`config.mk`:
```
export PLATFORM = sky130hd
export DESIGN_NAME = req_arbiter_n
export DESIGN_NICKNAME = d
export VERILOG_FILES = /design/src/rtl/req_arbiter_n.sv
export SDC_FILE = /design/constraint.sdc
export NUM_CORES = 1
export LEC_CHECK = 0
export ABC_AREA = 1
export CAP_MARGIN = 20
export CORE_MARGIN = 5
export CORE_UTILIZATION = 35
export DETAILED_ROUTE_END_ITERATION = 8
export PLACE_DENSITY = 0.63
export SLEW_MARGIN = 20
export SYNTH_ARGS = -nofsm -noshare
export SYNTH_HDL_FRONTEND = slang
export SYNTH_SLANG_ARGS = --single-unit
```
`constraint.sdc`:
```
create_clock -name clk -period 1.8 [get_ports clk]
set_input_delay 0.36 -clock clk [delete_from_list [all_inputs] [get_ports clk]]
set_output_delay 0.36 -clock clk [all_outputs]
set_load 0.01 [all_outputs]
```
`src/rtl/req_arbiter_n.sv`:
```
// req_arbiter_n: registered N-way request/grant arbiter with fixed-priority or round-robin mode and hold timeout
module req_arbiter_n #(
  parameter int N_REQ    = 3,
  parameter int HOLD_MAX = 0,
  parameter int ID_W     = $clog2(N_REQ)
) (
  input  logic             clk,
  input  logic             rst_n,
  input  logic             mode,
  input  logic [N_REQ-1:0] req,
  output logic [N_REQ-1:0] grant,
  output logic             grant_valid,
  output logic [ID_W-1:0]  grant_id
);
  localparam int HW = HOLD_MAX < 1 ? 1 : $clog2(HOLD_MAX + 1);
  typedef enum logic [1:0] {IDLE = 2'd0, GRANT = 2'd1} state_t;
  state_t            state;
  logic [ID_W-1:0]   ptr;
  logic [ID_W-1:0]   win;
  logic [HW-1:0]     hold;
  logic [N_REQ-1:0]  cand;
  logic              found;
  logic              timeout;
  logic              owner_req;
  logic              bad;
  // Pick the winner: scan from the highest slot down so the first slot in scan order is written last
  always_comb begin
    owner_req = |(req & grant);
    timeout   = mode && HOLD_MAX != 0 && state == GRANT && int'(hold) == HOLD_MAX - 1 && owner_req;
    cand      = timeout ? req & ~grant : req;
    found     = 1'b0;
    win       = '0;
    for (int i = N_REQ - 1; i >= 0; i--) begin
      if (cand[mode ? (int'(ptr) + i) % N_REQ : i]) begin
        found = 1'b1;
        win   = ID_W'(mode ? (int'(ptr) + i) % N_REQ : i);
      end
    end
    bad = grant_valid != |grant || int'(grant_id) >= N_REQ ||
          (state == IDLE  ? (grant != '0 || grant_id != '0) :
           state == GRANT ? grant != (N_REQ'(1) << grant_id) : 1'b1);
  end
  // Grant FSM: hold the owner until it releases or times out, otherwise re-arbitrate without a bubble
  always_ff @(posedge clk) begin
    if (!rst_n) begin
      state       <= IDLE;
      grant       <= '0;
      grant_valid <= 1'b0;
      grant_id    <= '0;
      ptr         <= '0;
      hold        <= '0;
    end else if (bad) begin
      state       <= IDLE;
      grant       <= '0;
      grant_valid <= 1'b0;
      grant_id    <= '0;
      hold        <= '0;
    end else if (state == IDLE || !owner_req || timeout) begin
      if (found) begin
        state       <= GRANT;
        grant       <= N_REQ'(1) << win;
        grant_valid <= 1'b1;
        grant_id    <= win;
        hold        <= '0;
        if (mode) ptr <= int'(win) == N_REQ - 1 ? '0 : win + 1'b1;
      end else if (timeout) begin
        hold <= '0;
      end else begin
        state       <= IDLE;
        grant       <= '0;
        grant_valid <= 1'b0;
        grant_id    <= '0;
        hold        <= '0;
      end
    end else if (int'(hold) < HOLD_MAX - 1) begin
      hold <= hold + 1'b1;
    end
  end
endmodule

```
* Word-level counts from Yosys, hierarchy flattened
Index checks and enable logic that the tools add are counted.
** Word-level totals
- RAM bits :: 0
- Memories :: 0
- Bits of input ports :: 6
- Memory bits (read-only) :: 0
- Bits in latches :: 0
- Register bits after elaboration :: 10
** Operators by class
- Multiplexer cells :: 25
- Eq/ne operators :: 4
- $lt $le $gt $ge :: 4
- Shift operators :: 2
- Bitwise operators :: 3
- Reductions and logical operators :: 12
- Add/subtract/negate cells :: 3
- Divide/modulo/power cells :: 3
- $mul :: 0
** Operators with widths (count)
- 32-bit by 4-bit less-than comparator with 1-bit output (second input constant) :: 3
- 32-bit 2-to-1 mux :: 3
- 32-bit by 3-bit remainder unit with 32-bit output (second input constant) :: 2
- 3-bit by 3-bit remainder unit with 32-bit output (second input constant) :: 1
- 1-bit 2-to-1 mux :: 13
- 2-bit 2-to-1 mux :: 5
- 1-bit binary-select mux with 2-bit select :: 3
- 3-bit OR reduction :: 2
- 1-bit by 2-bit left shift with 3-bit output (first input constant) :: 2
- 1-bit logical OR :: 4
- 4-bit AND reduction :: 1
- 2-bit by 1-bit adder with 3-bit output (second input constant) :: 1
- 2-bit by 2-bit adder with 3-bit output (second input constant) :: 1
- 3-bit AND :: 1
- 3-bit 2-to-1 mux :: 1
- 3-bit != test :: 1
- 3-bit nonzero test :: 1
- 2-bit by 1-bit adder with 2-bit output (second input constant) :: 1
- 2-bit by 1-bit equality test with 1-bit output (second input constant) :: 1
- 2-bit equality test (second input constant) :: 1
- 2-bit greater-or-equal comparator (second input constant) :: 1
- 2-bit zero test :: 1
- 1-bit inverter :: 2
- 2-bit nonzero test :: 1
- other kinds (3) :: 3

* Depth between registers and ports, before layout
- Depth in word-level cells :: 11
- Mapped depth :: 14
- Mapped depth without buffers :: 14

* Worst setup path after synthesis
Ideal clock, no wire load.
- Kind :: register -> register
- Start :: reg ptr[0]
- End :: reg ptr[0]
- Data arrival time :: 1.433 ns
- Stages on the path, launching flop included :: 13
- Data required time :: 1.686 ns
- Period minus slack after synthesis :: 1.547 ns
- Buffers on the path :: 0
- Slack :: 0.253 ns
- Setup time :: 0.114 ns
- Cell sequence :: dfxtp_1 inv_1 ha_1 inv_1 nand2_1 nand2_1 nand2_1 a21oi_1 nand2_1 nand3_1 nand2_1 a21oi_1 nor2_1
** Between the ends
- Word-level cells in the longest chain between the ends :: 11
- Elaborated cells between the ends (all ways) :: 27
** Ends and longest elaborated chain
- start, declared :: RTL line 18 : logic [ID_W-1:0] ptr;
- start signal, assigned :: RTL line 65 : if (mode) ptr <= int'(win) == N_REQ - 1 ? '0 : win + 1'b1;
- 2-bit by 2-bit adder with 3-bit output :: RTL line 34, 36
- 32-bit by 3-bit remainder unit with 32-bit output :: RTL line 34, 36
- 32-bit 2-to-1 mux :: RTL line 36 : win = ID_W'(mode ? (int'(ptr) + i) % N_REQ : i);
- 1-bit binary-select mux with 2-bit select :: RTL line 34 : if (cand[mode ? (int'(ptr) + i) % N_REQ : i]) begin
- 1-bit 2-to-1 mux (2 in series) :: RTL line 34
- 2-bit 2-to-1 mux (3 in series) :: RTL line 34
- 2-bit by 1-bit adder with 2-bit output / 2-bit equality test (equally long branches) :: RTL line 65
- 2-bit 2-to-1 mux :: RTL line 65
Several ways; a longest one is shown, not always the timed one. The select of a mux whose other input is x is not followed.
A chain may end at the register's enable or synchronous reset.

* Final worst setup path
- Start :: reg ptr[1]
- End :: reg grant[0]
** Between the ends
- Word-level cells in the longest chain between the ends :: 11
- Elaborated cells between the ends (all ways) :: 25
** Ends and longest elaborated chain
- 2-bit by 2-bit adder with 3-bit output :: RTL line 34, 36
- 32-bit by 3-bit remainder unit with 32-bit output :: RTL line 34, 36
- 32-bit 2-to-1 mux :: RTL line 36
- 1-bit binary-select mux with 2-bit select :: RTL line 34
- 1-bit 2-to-1 mux (2 in series) :: RTL line 34
- 2-bit 2-to-1 mux (3 in series) :: RTL line 34
- 1-bit by 2-bit left shift with 3-bit output :: RTL line 61 : grant <= N_REQ'(1) << win;
- 3-bit 2-to-1 mux (*) :: RTL line 59 : if (found) begin
- end signal, assigned :: RTL line 61
- end, declared :: RTL line 11 : output logic [N_REQ-1:0] grant,
Mark *: on every way between the ends. The rest lies on a longest branch, timed or not. The select of a mux whose other input is x is not followed.

==> run metrics <==
worst-skew pair later-pin latency 240 ps; antenna viol nets, final 0; total die area 2560 um^2; Overall Global Routing Usage between 10 and 15%; synthesized area per cell 5.90 um^2; WL met3 96 um; Worst Max-Slew Pin Slew 328 ps; CTS sink count 8; WL met2 742 um; Final Hold Fails 0; WL met1 752 um; detailed-route via count 684; initial antenna violation count 0; clk slew on worst S/H paths 50 ps; Yosys cell types 17; Leak between 0.4 and 0.5 nW; Critical Path, Cell by Cell inv_1, ha_1, nand2_2, nor3_1, inv_1, nand3_1, nor2_1, nor2_1, nand3_1, a21oi_2; peak per-stage delay on the critical path 330 ps; synthesized area 578 um^2; Slew Limit Fails 0; # diodes 0; num rows 14; Max Cap Viol 0; Root Buffer clkbuf_4; P per Cell Area 1620 nW/um^2; # port buffers 11; WL/cell 11.6 um; crit share post-route between 90% and 100%; hold path startpoint grant[1]; sequential-to-total area share from yosys stat 27.7%; FF+latch count, synth 8; DRT iter0 DRCs 18; highest routed metal layer met3; Initial Util 37.5%; share of layout cells above drive strength 1 19.8%; required time of the worst setup path 1970 ps; Final min period around 1700 ps; Post-Syn Instances 98; Worst EP arrival roughly 1900 ps; Crit. End Element register; final setup vio count 0; Clock Skew 1.42 ps; Setup CP Type reg2reg; CTS tree done; Setup WS pre-CTS -164 ps; grt ovf 0; most common cell after layout, fill and taps aside nand2_1; CP startpoint ptr[1]; HP Class reg2reg; first-pass GRT wire length 2.51 mm; total power 1.34 mW; most frequent cells in the layout nand2_1, inv_1, nor2_1, nand3_1, clkdlybuf4s50_1; Final nets 131; vias in the first global route between 500 and 600; H-tree levels 1; Routed WL 1.59 mm; core area about 1500 um^2; die boundary height between 50 and 60 um; Worst Slack Setup Final 105 ps; Critical Path Fanout Max 6; # hold bufs at CTS 0; VDD IR max 0.000860 V; CP Launch Type register; Reg2Reg Launch Point ptr[1]; CTS Buffer Depth 2; GPL Wtd Cong 0.891; drt first pass iters 4; Layout area overhead 43.1%; Die X 50.6 um; largest net degree at the start of global routing 7; Syn Nets 106; Max Freq 590 MHz; YS warnings 0; status complete, no violations; Slowest-stage cell, CP dfxtp_2; clock buffer count from CTS 3; DRC 0; hpwl dp between 1 and 1.5 mm; io pins 12; Slew HR 77.9%; vias per cell 4.99; Layout fillers 163
## layout make-up
class | count | area (um^2) | area share, %
tap | 16 | 20.0 | 2.42
sequential | 8 | 161 | 19.5
timing repair buffer | 20 | 180 | 21.8
multi-input combinational | 76 | 390 | 47.2
inverter | 14 | 52.6 | 6.35
clock buffer | 3 | 22.5 | 2.72
## logic make-up after synthesis
group,count (synthesis),share of synthesized area [%]
fa+ha+maj,2,4.33
buf+inv,14,9.09
compound gates,14,14.3
flops,8,27.7
simple gates,60,44.6
## per-stage QoR
step | hold slack, ps | instances | setup TNS, ps | cell area (um^2) | utilization (%)
2_1_floorplan | 486 | 98 | 0 | 578 | -
3_3_place_gp | 530 | 133 | -909 | 768 | 49.8
3_5_place_dp | 533 | 133 | -999 | 768 | 49.8
4_1_cts | 544 | 136 | 0 | 791 | 51.3
5_1_grt | 591 | 137 | -159 | 827 | 53.7
6_report | 560 | 137 | 0 | 827 | 53.7
## what timing repair did
item	CTS	global route
setup buffers	0	1
endpoints found under the setup margin	0	7
gates resized for setup	0	6
## synth_stat cells
cell type	count	area [um^2]
clkinv_1	1	3.75
nand3_2	1	10.0
a21oi_1	8	40.0
o21bai_1	1	7.51
nor3_2	1	10.0
nor3_1	1	5.00
o21ai_0	2	10.0
a21oi_2	2	17.5
nand2_1	32	120
o211ai_1	1	7.51
nand3_1	11	55.1
ha_1	2	25.0
inv_1	12	45.0
nand2_2	2	12.5
dfxtp_1	8	160
nor2_1	12	45.0
inv_2	1	3.75
## power by group
part / total (mW) / leakage (nW) / switching (mW) / internal [mW]
logic: 0.882 / 0.326 / 0.496 / 0.386
clock network: 0.127 / 0.0138 / 0.0512 / 0.0756
registers: 0.330 / 0.0660 / 0.0755 / 0.255
total: 1.34 / 0.406 / 0.623 / 0.716
## sequential cells by signal, indices dropped and copies added, names as in the netlist
name / flops
grant_id: 2
grant: 3
ptr: 2
grant_valid: 1
## critical path: cells and delay by family (launching register included)
kind,cells,cell delay [ps]
and+or+nand+nor,6,750
DFF,1,330
adders and majority gates,1,210
buffers and inverters,2,190
AOI/OAI and AO/OA,1,140
## routing by layer
metal | up-vias | global-route usage, %
met5 | - | 0
met4 | 0 | 2.55
met3 | 0 | 4.14
met2 | 19 | 17.1
met1 | 303 | 17.8
li1 | 362 | -
## worst paths after layout
path,endpoint,slack (ps),cells after the start
setup / recovery,grant[0],110,10
hold / removal,grant_id[0],560,2
setup reg to reg,grant[0],110,10
hold reg to reg,grant_id[0],560,2
Note: power is estimated with default switching activity, not from simulation.
